`src/rtl/cordic_pkg.sv`:
```
// cordic_pkg: shared CORDIC types and constants for the vectoring/rotation blocks
package cordic_pkg;
  localparam int CORDIC_WIDTH_DEF = 22;
  localparam int MICRO_ROT_STAGE_DEF = 15;
  localparam logic CW = 1'b0;
  localparam logic CCW = 1'b1;
  typedef enum logic [1:0] {IDLE, ROTATE, DONE} state_t;
  function automatic int cnt_w(int n);
    return n > 1 ? $clog2(n) : 1;
  endfunction
endpackage

```
`src/rtl/cordic_rot_micro_step.sv`:
```
// cordic_rot_micro_step: one combinational shift-add CORDIC micro-rotation
module cordic_rot_micro_step
  import cordic_pkg::*;
#(
  parameter int WIDTH = CORDIC_WIDTH_DEF,
  parameter int SHIFT_W = 4
) (
  input  logic signed [WIDTH-1:0]   x_i,
  input  logic signed [WIDTH-1:0]   y_i,
  input  logic        [SHIFT_W-1:0] shift_i,
  input  logic                      dir_i,
  output logic signed [WIDTH-1:0]   x_o,
  output logic signed [WIDTH-1:0]   y_o
);
  logic signed [WIDTH-1:0] xs, ys;
  assign xs = x_i >>> shift_i;
  assign ys = y_i >>> shift_i;
  always_comb begin
    x_o = dir_i == CCW ? x_i - ys : x_i + ys;
    y_o = dir_i == CCW ? y_i + xs : y_i - xs;
  end
endmodule

```
`src/rtl/cordic_rot_iterative.sv`:
```
// cordic_rot_iterative: iterative rotation-mode CORDIC replaying a vectoring direction word
// One micro-rotation per clock; result is unscaled (gain K) like the vectoring x output.
module cordic_rot_iterative
  import cordic_pkg::*;
#(
  parameter int CORDIC_WIDTH = CORDIC_WIDTH_DEF,
  parameter int MICRO_ROT_STAGE = MICRO_ROT_STAGE_DEF
) (
  input  logic                           clk,
  input  logic                           nreset,
  input  logic                           in_valid,
  output logic                           in_ready,
  input  logic signed [CORDIC_WIDTH-1:0] x_in,
  input  logic signed [CORDIC_WIDTH-1:0] y_in,
  input  logic [MICRO_ROT_STAGE-1:0]     micro_rot_in,
  output logic                           out_valid,
  input  logic                           out_ready,
  output logic signed [CORDIC_WIDTH-1:0] x_out,
  output logic signed [CORDIC_WIDTH-1:0] y_out,
  output logic                           busy
);
  localparam int CNT_W = cnt_w(MICRO_ROT_STAGE);
  localparam logic [CNT_W-1:0] LAST = CNT_W'(MICRO_ROT_STAGE - 1);
  state_t st_q, st_d;
  logic [CNT_W-1:0] cnt_q;
  logic [MICRO_ROT_STAGE-1:0] rot_q;
  logic signed [CORDIC_WIDTH-1:0] x_q, y_q, x_d, y_d, xo_q, yo_q;
  logic accept, last;
  assign accept = in_valid && st_q == IDLE;
  assign last = cnt_q == LAST;
  cordic_rot_micro_step #(.WIDTH(CORDIC_WIDTH), .SHIFT_W(CNT_W)) u_step (
    .x_i(x_q), .y_i(y_q), .shift_i(cnt_q), .dir_i(rot_q[0]), .x_o(x_d), .y_o(y_d)
  );
  always_ff @(posedge clk or negedge nreset)
    if (!nreset) st_q <= IDLE;
    else st_q <= st_d;
  always_comb begin
    st_d = st_q == IDLE   ? (in_valid ? ROTATE : IDLE) :
           st_q == ROTATE ? (last ? DONE : ROTATE) :
                            (out_ready ? IDLE : DONE);
  end
  always_comb begin
    in_ready = st_q == IDLE;
    out_valid = st_q == DONE;
    busy = st_q != IDLE;
  end
  // Direction word shifts right so the current stage's bit is always bit 0.
  always_ff @(posedge clk or negedge nreset)
    if (!nreset) begin
      x_q <= '0;
      y_q <= '0;
      rot_q <= '0;
      cnt_q <= '0;
      xo_q <= '0;
      yo_q <= '0;
    end else if (accept) begin
      x_q <= x_in;
      y_q <= y_in;
      rot_q <= micro_rot_in;
      cnt_q <= '0;
    end else if (st_q == ROTATE) begin
      x_q <= x_d;
      y_q <= y_d;
      rot_q <= rot_q >> 1;
      cnt_q <= cnt_q + 1'b1;
      if (last) begin
        xo_q <= x_d;
        yo_q <= y_d;
      end
    end
  assign x_out = xo_q;
  assign y_out = yo_q;
endmodule

```
`config.mk`:
```
export PLATFORM = sky130hd
export DESIGN_NAME = cordic_rot_iterative
export DESIGN_NICKNAME = d
export VERILOG_FILES = /design/src/rtl/cordic_pkg.sv /design/src/rtl/cordic_rot_micro_step.sv /design/src/rtl/cordic_rot_iterative.sv
export SDC_FILE = /design/constraint.sdc
export NUM_CORES = 1
export LEC_CHECK = 0
export CORE_MARGIN = 3
export CORE_UTILIZATION = 35
export CTS_BUF_LIST = sky130_fd_sc_hd__clkbuf_4
export DETAILED_ROUTE_END_ITERATION = 8
export GPL_TIMING_DRIVEN = 0
export PLACE_DENSITY_LB_ADDON = 0.08
export SLEW_MARGIN = 10
export SYNTH_ARGS = -nofsm -noshare
export SYNTH_HDL_FRONTEND = slang
export SYNTH_SLANG_ARGS = --single-unit
```
`constraint.sdc`:
```
create_clock -name clk -period 7.37 [get_ports clk]
set_input_delay 0.737 -clock clk [delete_from_list [all_inputs] [get_ports clk]]
set_output_delay 0.737 -clock clk [all_outputs]
set_load 0.01 [all_outputs]
```
==> results of run 1 <==
synthesized netlist by cell type, types with 19 or more instances:
library cell  count
dfrtp_1         109
o21ai_0          84
a22oi_1          52
a21oi_1          63
xnor2_1          40
nand2_1         124
ha_1             51
inv_1            21
xor2_1           36
clkbuf_1         43
mux2_2           24
mux4_2           45
a21o_1           19
nor2_1           62
how the worst max path moves through the flow:
stage | startpoint | to | slack, ps
2_1_floorplan | cnt_q[1] | x_out[20] | 1960
3_3_place_gp | cnt_q[1] | y_out[17] | 30
3_5_place_dp | cnt_q[1] | y_out[17] | 190
4_1_cts | cnt_q[1] | y_out[17] | 170
5_1_grt | cnt_q[0] | y_out[20] | 50
6_report | cnt_q[1] | y_out[20] | 450
worst max-delay path, cell delays in order, from the launching register on:
cell	delay, ps
dfrtp_1	520
buf_6	220
clkbuf_1	520
clkbuf_2	410
clkbuf_2	370
buf_2	360
mux4_2	290
o22ai_1	120
a21oi_1	400
inv_1	140
ha_1	310
nand2_1	60
o21ai_0	170
fa_1	480
a21o_1	180
a21oi_1	270
o21ai_0	220
a31oi_1	390
a21oi_1	220
o41ai_1	530
o21ai_0	210
xor2_1	190
mux2_2	270
metrics by stage:
stage,hold WS [ps],worst slack (ps),utilization [%]
2_1_floorplan,441,1960,-
3_3_place_gp,461,33.0,41.5
3_5_place_dp,463,185,41.6
4_1_cts,124,168,42.1
5_1_grt,129,49.8,42.1
6_report,117,447,42.1
layout make-up:
cell class                 count  share of cell area (%)
buffer                        61                    2.27
inverter                      24                   0.821
clock inverter                 6                   0.513
timing repair buffer         110                    10.2
multi-input combinational    808                    56.9
sequential                   109                    24.9
antenna                        2                  0.0456
tap                          335                    3.82
clock buffer                   9                   0.616
registers in the layout, summed over array words and instances (netlist names):
| register | flops |
|---|---|
| cnt_q | 4 |
| rot_q | 15 |
| st_q | 2 |
| x_out | 22 |
| x_q | 22 |
| y_out | 22 |
| y_q | 22 |
layer usage:
metal | vias up | track usage, %
met3 | 48 | 6.91
met5 | - | 0
met4 | 0 | 7.37
met2 | 364 | 37.9
li1 | 3970 | -
met1 | 4272 | 35.6
cells in the final DEF (no fill, tap or decap), drive strengths merged, types with 6 or more instances in the layout:
cell type      count
o21a               9
clkbuf            52
and2              15
o21bai             6
xor2              36
a22oi             52
nor3              17
dfrtp            109
inv               25
nand2b            16
clkdlybuf4s50    108
a21oi             63
nand2            124
buf               20
o31ai              6
mux2              24
nor2b              7
nand3              7
xnor2             40
a31oi             18
mux2i             13
mux4              53
ha                51
a22o               9
a21o              19
o21ai             86
nor2              62
o22ai             11
logic make-up (layout without fill, tap and decap cells):
| kind of cell | count (synthesis) | in the layout | synth area share (%) |
|---|---|---|---|
| AOI/OAI and AO/OA | 310 | 310 | 21.3 |
| and+or+nand+nor | 279 | 279 | 13.8 |
| DFF | 109 | 109 | 29.3 |
| muxes | 90 | 90 | 17.5 |
| buffers and inverters | 85 | 210 | 3.62 |
| xor gates and xnor gates | 76 | 76 | 7.16 |
| adders and majority gates | 53 | 53 | 7.29 |
| other | 0 | 2 | 0 |
==> results.toml, run 1 <==
[placed_design]
dp_hpwl_mm = 27.7
gp_congestion = 1.03
port_buffers = 109
place_area_um2 = 10800
dp_cells = 1447

[worst_setup_path]
r2r_start = "cnt_q[1]"
crit_path_start_kind = "flop"
cp-end-kind = "flop"
crit_path_max_fanout = 10
reg2reg_to = "y_out[20]"
rrSetupSlack_ps = 450
crit_arrival_ps = 7360
required_ps = 7810
r2r_cells = 22
path_class = "flop to flop"

[timing]
setup_viol = 0
hold_viol_final = 0
fin_crit_ps = 6920
rsz0062_at_grt = "no"
setup-tns-final_ps = 0
max_freq_mhz = 144
finalCritPeriodShare_pct = 93.9
report.final.slew_viol_count = 0
max_slew_margin_pct = 29.7
clock_skew_ps = 26.3
worstMarginPinSlew_ps = 1050

[status]
status = "complete, no violations"

[detailed_routing]
antenna_left = 0
viasPerCell = 5.91
wire_per_inst_um = 24.6
route.met2.wl_mm = 15.7
dr_total_vias = 8654
highest_layer = "met4"
drc = 0
drt_first_iter_violations = 640
first_pass_iters = 5
wl_met1_mm = 16.3
wl_mm = 36.0
met3_length_mm = 2.98

[yosys]
avgSynthCellArea_um2 = 9.28
ys_seq_area_share_pct = 29.3
synth_seq_cells = 109
ys.flop_type = "dfrtp_1"
syn_nets = 1118
ys_types = 65
postSynth.asyncResetShare_pct = 100
synth_top_area_share_pct = 29.3
syn_inst = 1002
synth.largest_area_cell = "dfrtp_1"
synth_area_um2 = 9300
yosys-top-cells-area = "dfrtp_1 29%, mux4_2 11%, ha_1 6.9%"
synth_edf_count = 0
synth.yosys.warnings = 0

[worst_hold_path]
hp-class = "input port to asynchronous set/reset pin"

[die]
dieArea_um2 = 28600
start_util_pct = 35.7
dieHeight_um = 169
die_w_um = 169
core_um2 = 26100
io_pins = 110
rows = 59

[layout]
fill_cells = 2661
nets = 1239
multiInputGateArea_um2 = 6240
finalNonFillerCells = 1464
ff_latch_area_um2 = 2730
area_growth_pct = 18.0
drive_gt1_share_pct = 9.41
design_area_um2 = 11000

[clock_tree]
cts_buffers = 9
clock_latency_ps = 530
hold_buffers = 0
htreeDepth = 3
cts_tree = "done"
postCtsResizedCells = 0
cts_root_buf = "clkbuf_4"
postCtsSetupRepairBufs = 0
cts_sinks = 109
clk_pin_slew_ps = 200
clock_path_buffers = 2

[global_routing]
grt_pass1_vias = 8630
grt_pass1_wl_mm = 54.5
groute.usage.overall_pct = 25.2
antenna_found_initial = 1
grt.overflow.total = 0
grt_max_degree = 63

[flow_run]
drv_cap = 0
Power of run 1 is not shown: default switching activity piles up to over one toggle a cycle in this logic, so the estimate is an artifact.
==> run 2: changes to the inputs <==
--- a/config.mk
+++ b/config.mk
@@ -14,4 +14,5 @@
 export SLEW_MARGIN = 10
 export SYNTH_ARGS = -nofsm -noshare
 export SYNTH_HDL_FRONTEND = slang
+export SYNTH_HIERARCHICAL = 1
 export SYNTH_SLANG_ARGS = --single-unit
==> results.toml, run 2 <==
[layout]
finalNonFillerCells = 1561
final_common_cell = "nand2_1"
layout_common_cells = "180 x nand2_1, 109 x dfrtp_1, 108 x clkdlybuf4s50_1"
nets = 1292
drive_gt1_share_pct = 14.4
fin_util_pct = 42.0
area_growth_pct = 17.2

[clock_tree]
clock_path_buffers = 2
cts_tree = "done"
clk_pin_slew_ps = 210
cts_root_buf = "clkbuf_4"
hold_buffers = 0
clock_latency_ps = 530
postCtsSetupRepairBufs = 0
htreeDepth = 3
cts_sinks = 109
cts_buffers = 9

[global_routing]
groute.usage.overall_pct = 22.3
grt_max_degree = 60
grt.overflow.total = 0
grt_pass1_vias = 8870
antenna_found_initial = 1
grt_pass1_wl_mm = 53.3

[yosys]
yosys-top-cells-area = "dfrtp_1 27%, mux4_2 9.0%, nand2_1 6.7%"
postSynth.asyncResetShare_pct = 100
syn_inst = 1055
synth.largest_area_cell = "dfrtp_1"
synth_top_area_share_pct = 27.1
ys_seq_area_share_pct = 27.1
avgSynthCellArea_um2 = 9.54
syn_nets = 1171
synth.yosys.warnings = 6
ys.flop_type = "dfrtp_1"
synth_area_um2 = 10100
synth_seq_cells = 109
synth_commonest_cells = "180 x nand2_1, 109 x dfrtp_1, 72 x nor2_1, 58 x a21oi_1, 51 x ha_1"
synth.most_common_cell = "nand2_1"
ys_types = 81
synth_edf_count = 0

[placed_design]
port_buffers = 109
gp_congestion = 1.03
dp_cells = 1543
dp_hpwl_mm = 26.2

[worst_setup_path]
crit_path_start_kind = "flop"
r2r_start = "cnt_q[2]"
cp-end-kind = "flop"
path_class = "flop to flop"
crit_arrival_ps = 7480
required_ps = 7790
reg2reg_to = "x_out[20]"
rrSetupSlack_ps = 310
r2r_cells = 21
crit_path_max_fanout = 10

[timing]
finalCritPeriodShare_pct = 95.8
rsz0062_at_grt = "no"
setup-tns-final_ps = 0
report.final.slew_viol_count = 0
setup_viol = 0
holdWs_ps = 121
max_slew_margin_pct = 39.4
worstMarginPinSlew_ps = 909
max_freq_mhz = 142
fin_crit_ps = 7060
clock_skew_ps = 34.9
hold_viol_final = 0

[detailed_routing]
wire_per_inst_um = 22.1
wl_mm = 34.4
drt_first_iter_violations = 761
first_pass_iters = 6
viasPerCell = 5.65
antenna_left = 0
dr_total_vias = 8821
drc = 0

[die]
dieHeight_um = 176
io_pins = 110
rows = 61
die_w_um = 176
core_um2 = 28100
start_util_pct = 35.8
dieArea_um2 = 30800

[worst_hold_path]
hp-class = "input port to asynchronous set/reset pin"

[flow_run]
drv_cap = 0

[status]
status = "complete, no violations"
run 2: changes by cell type in the layout (fill, tap and decap cells not counted), sizes merged, moves of 12 or more:
cell and delta:
clkbuf -19, mux2 +32, nand2 +56, nand3 +13
o21ai -49, buf +23, nor2 +12
run 2: per-stage QoR:
step           setup WS [ps]  instance area [um2]
4_1_cts                  204                11800
3_3_place_gp             208                11600
6_report                 310                11800
5_1_grt                 1.64                11800
2_1_floorplan           2130                10100
3_5_place_dp             249                11700
run 2: final cells by class:
class,count,area [um2]
Inverter,26,98.8
Multi-Input combinational cell,855,6810
Sequential cell,109,2730
Timing Repair Buffer,110,1120
Buffer,65,425
Antenna cell,2,5.00
Clock inverter,7,65.1
Fill cell,2857,16300
Tap cell,378,473
Clock buffer,9,67.6
run 2: kinds of logic (layout without fill, tap and decap cells):
| logic type | after synthesis | after routing | share of synthesized area (%) |
|---|---|---|---|
| XOR/XNOR | 76 | 76 | 6.62 |
| adder cells (fa/ha/maj) | 53 | 53 | 6.74 |
| AO/OA/AOI/OAI | 251 | 251 | 16.8 |
| buffers and inverters | 91 | 217 | 5.20 |
| multiplexers | 126 | 126 | 21.7 |
| other | 0 | 2 | 0 |
| flip-flops | 109 | 109 | 27.1 |
| AND/OR/NAND/NOR | 349 | 349 | 15.8 |
run 2: worst max path at each step:
stage	start	end	slack [ps]	cells past startpoint
global placement	cnt_q[2]	x_out[20]	210	21
finish	cnt_q[2]	x_out[20]	310	21
floorplan	cnt_q[0]	y_out[20]	2130	23
CTS	cnt_q[2]	x_out[20]	200	21
global route	cnt_q[2]	y_q[21]	2	24
detailed placement	cnt_q[2]	x_out[20]	250	21
run 2: metal layers:
layer	wire (um)	GRT usage (%)
met5	0	0
met4	799	5.94
met3	2420	4.58
met2	15300	34.4
met1	15900	32.0
run 2: worst max-delay path, cell delays in order, from the launching register on:
cell,delay [ps]
dfrtp_1,450
clkbuf_1,510
buf_2,440
clkbuf_1,540
clkbuf_2,440
clkbuf_1,540
and2_1,220
a31o_2,140
ha_1,200
nor2_1,60
xnor2_1,170
ha_1,340
a21o_1,200
a21o_1,200
a311oi_1,650
a2111oi_0,290
nor3_1,490
nor3_1,120
a2111o_1,350
a21oi_1,180
xnor2_1,150
mux2_4,280
run 2: timing repair:
item                                    in CTS  in global routing
resized for setup                            0                  1
endpoints found under the setup margin       0                 11
endpoints found under the hold margin        0                  0
Power of run 2 is left out for the same reason.
==> run 3: changes to the inputs <==
--- a/config.mk
+++ b/config.mk
@@ -11,6 +11,7 @@
 export DETAILED_ROUTE_END_ITERATION = 8
 export GPL_TIMING_DRIVEN = 0
 export PLACE_DENSITY_LB_ADDON = 0.08
+export SKIP_CTS_REPAIR_TIMING = 1
 export SLEW_MARGIN = 10
 export SYNTH_ARGS = -nofsm -noshare
 export SYNTH_HDL_FRONTEND = slang
==> results of run 3 <==
No change in the layout: final DEF, timing and power equal those of run 2.
Power of run 3 is left out for the same reason.
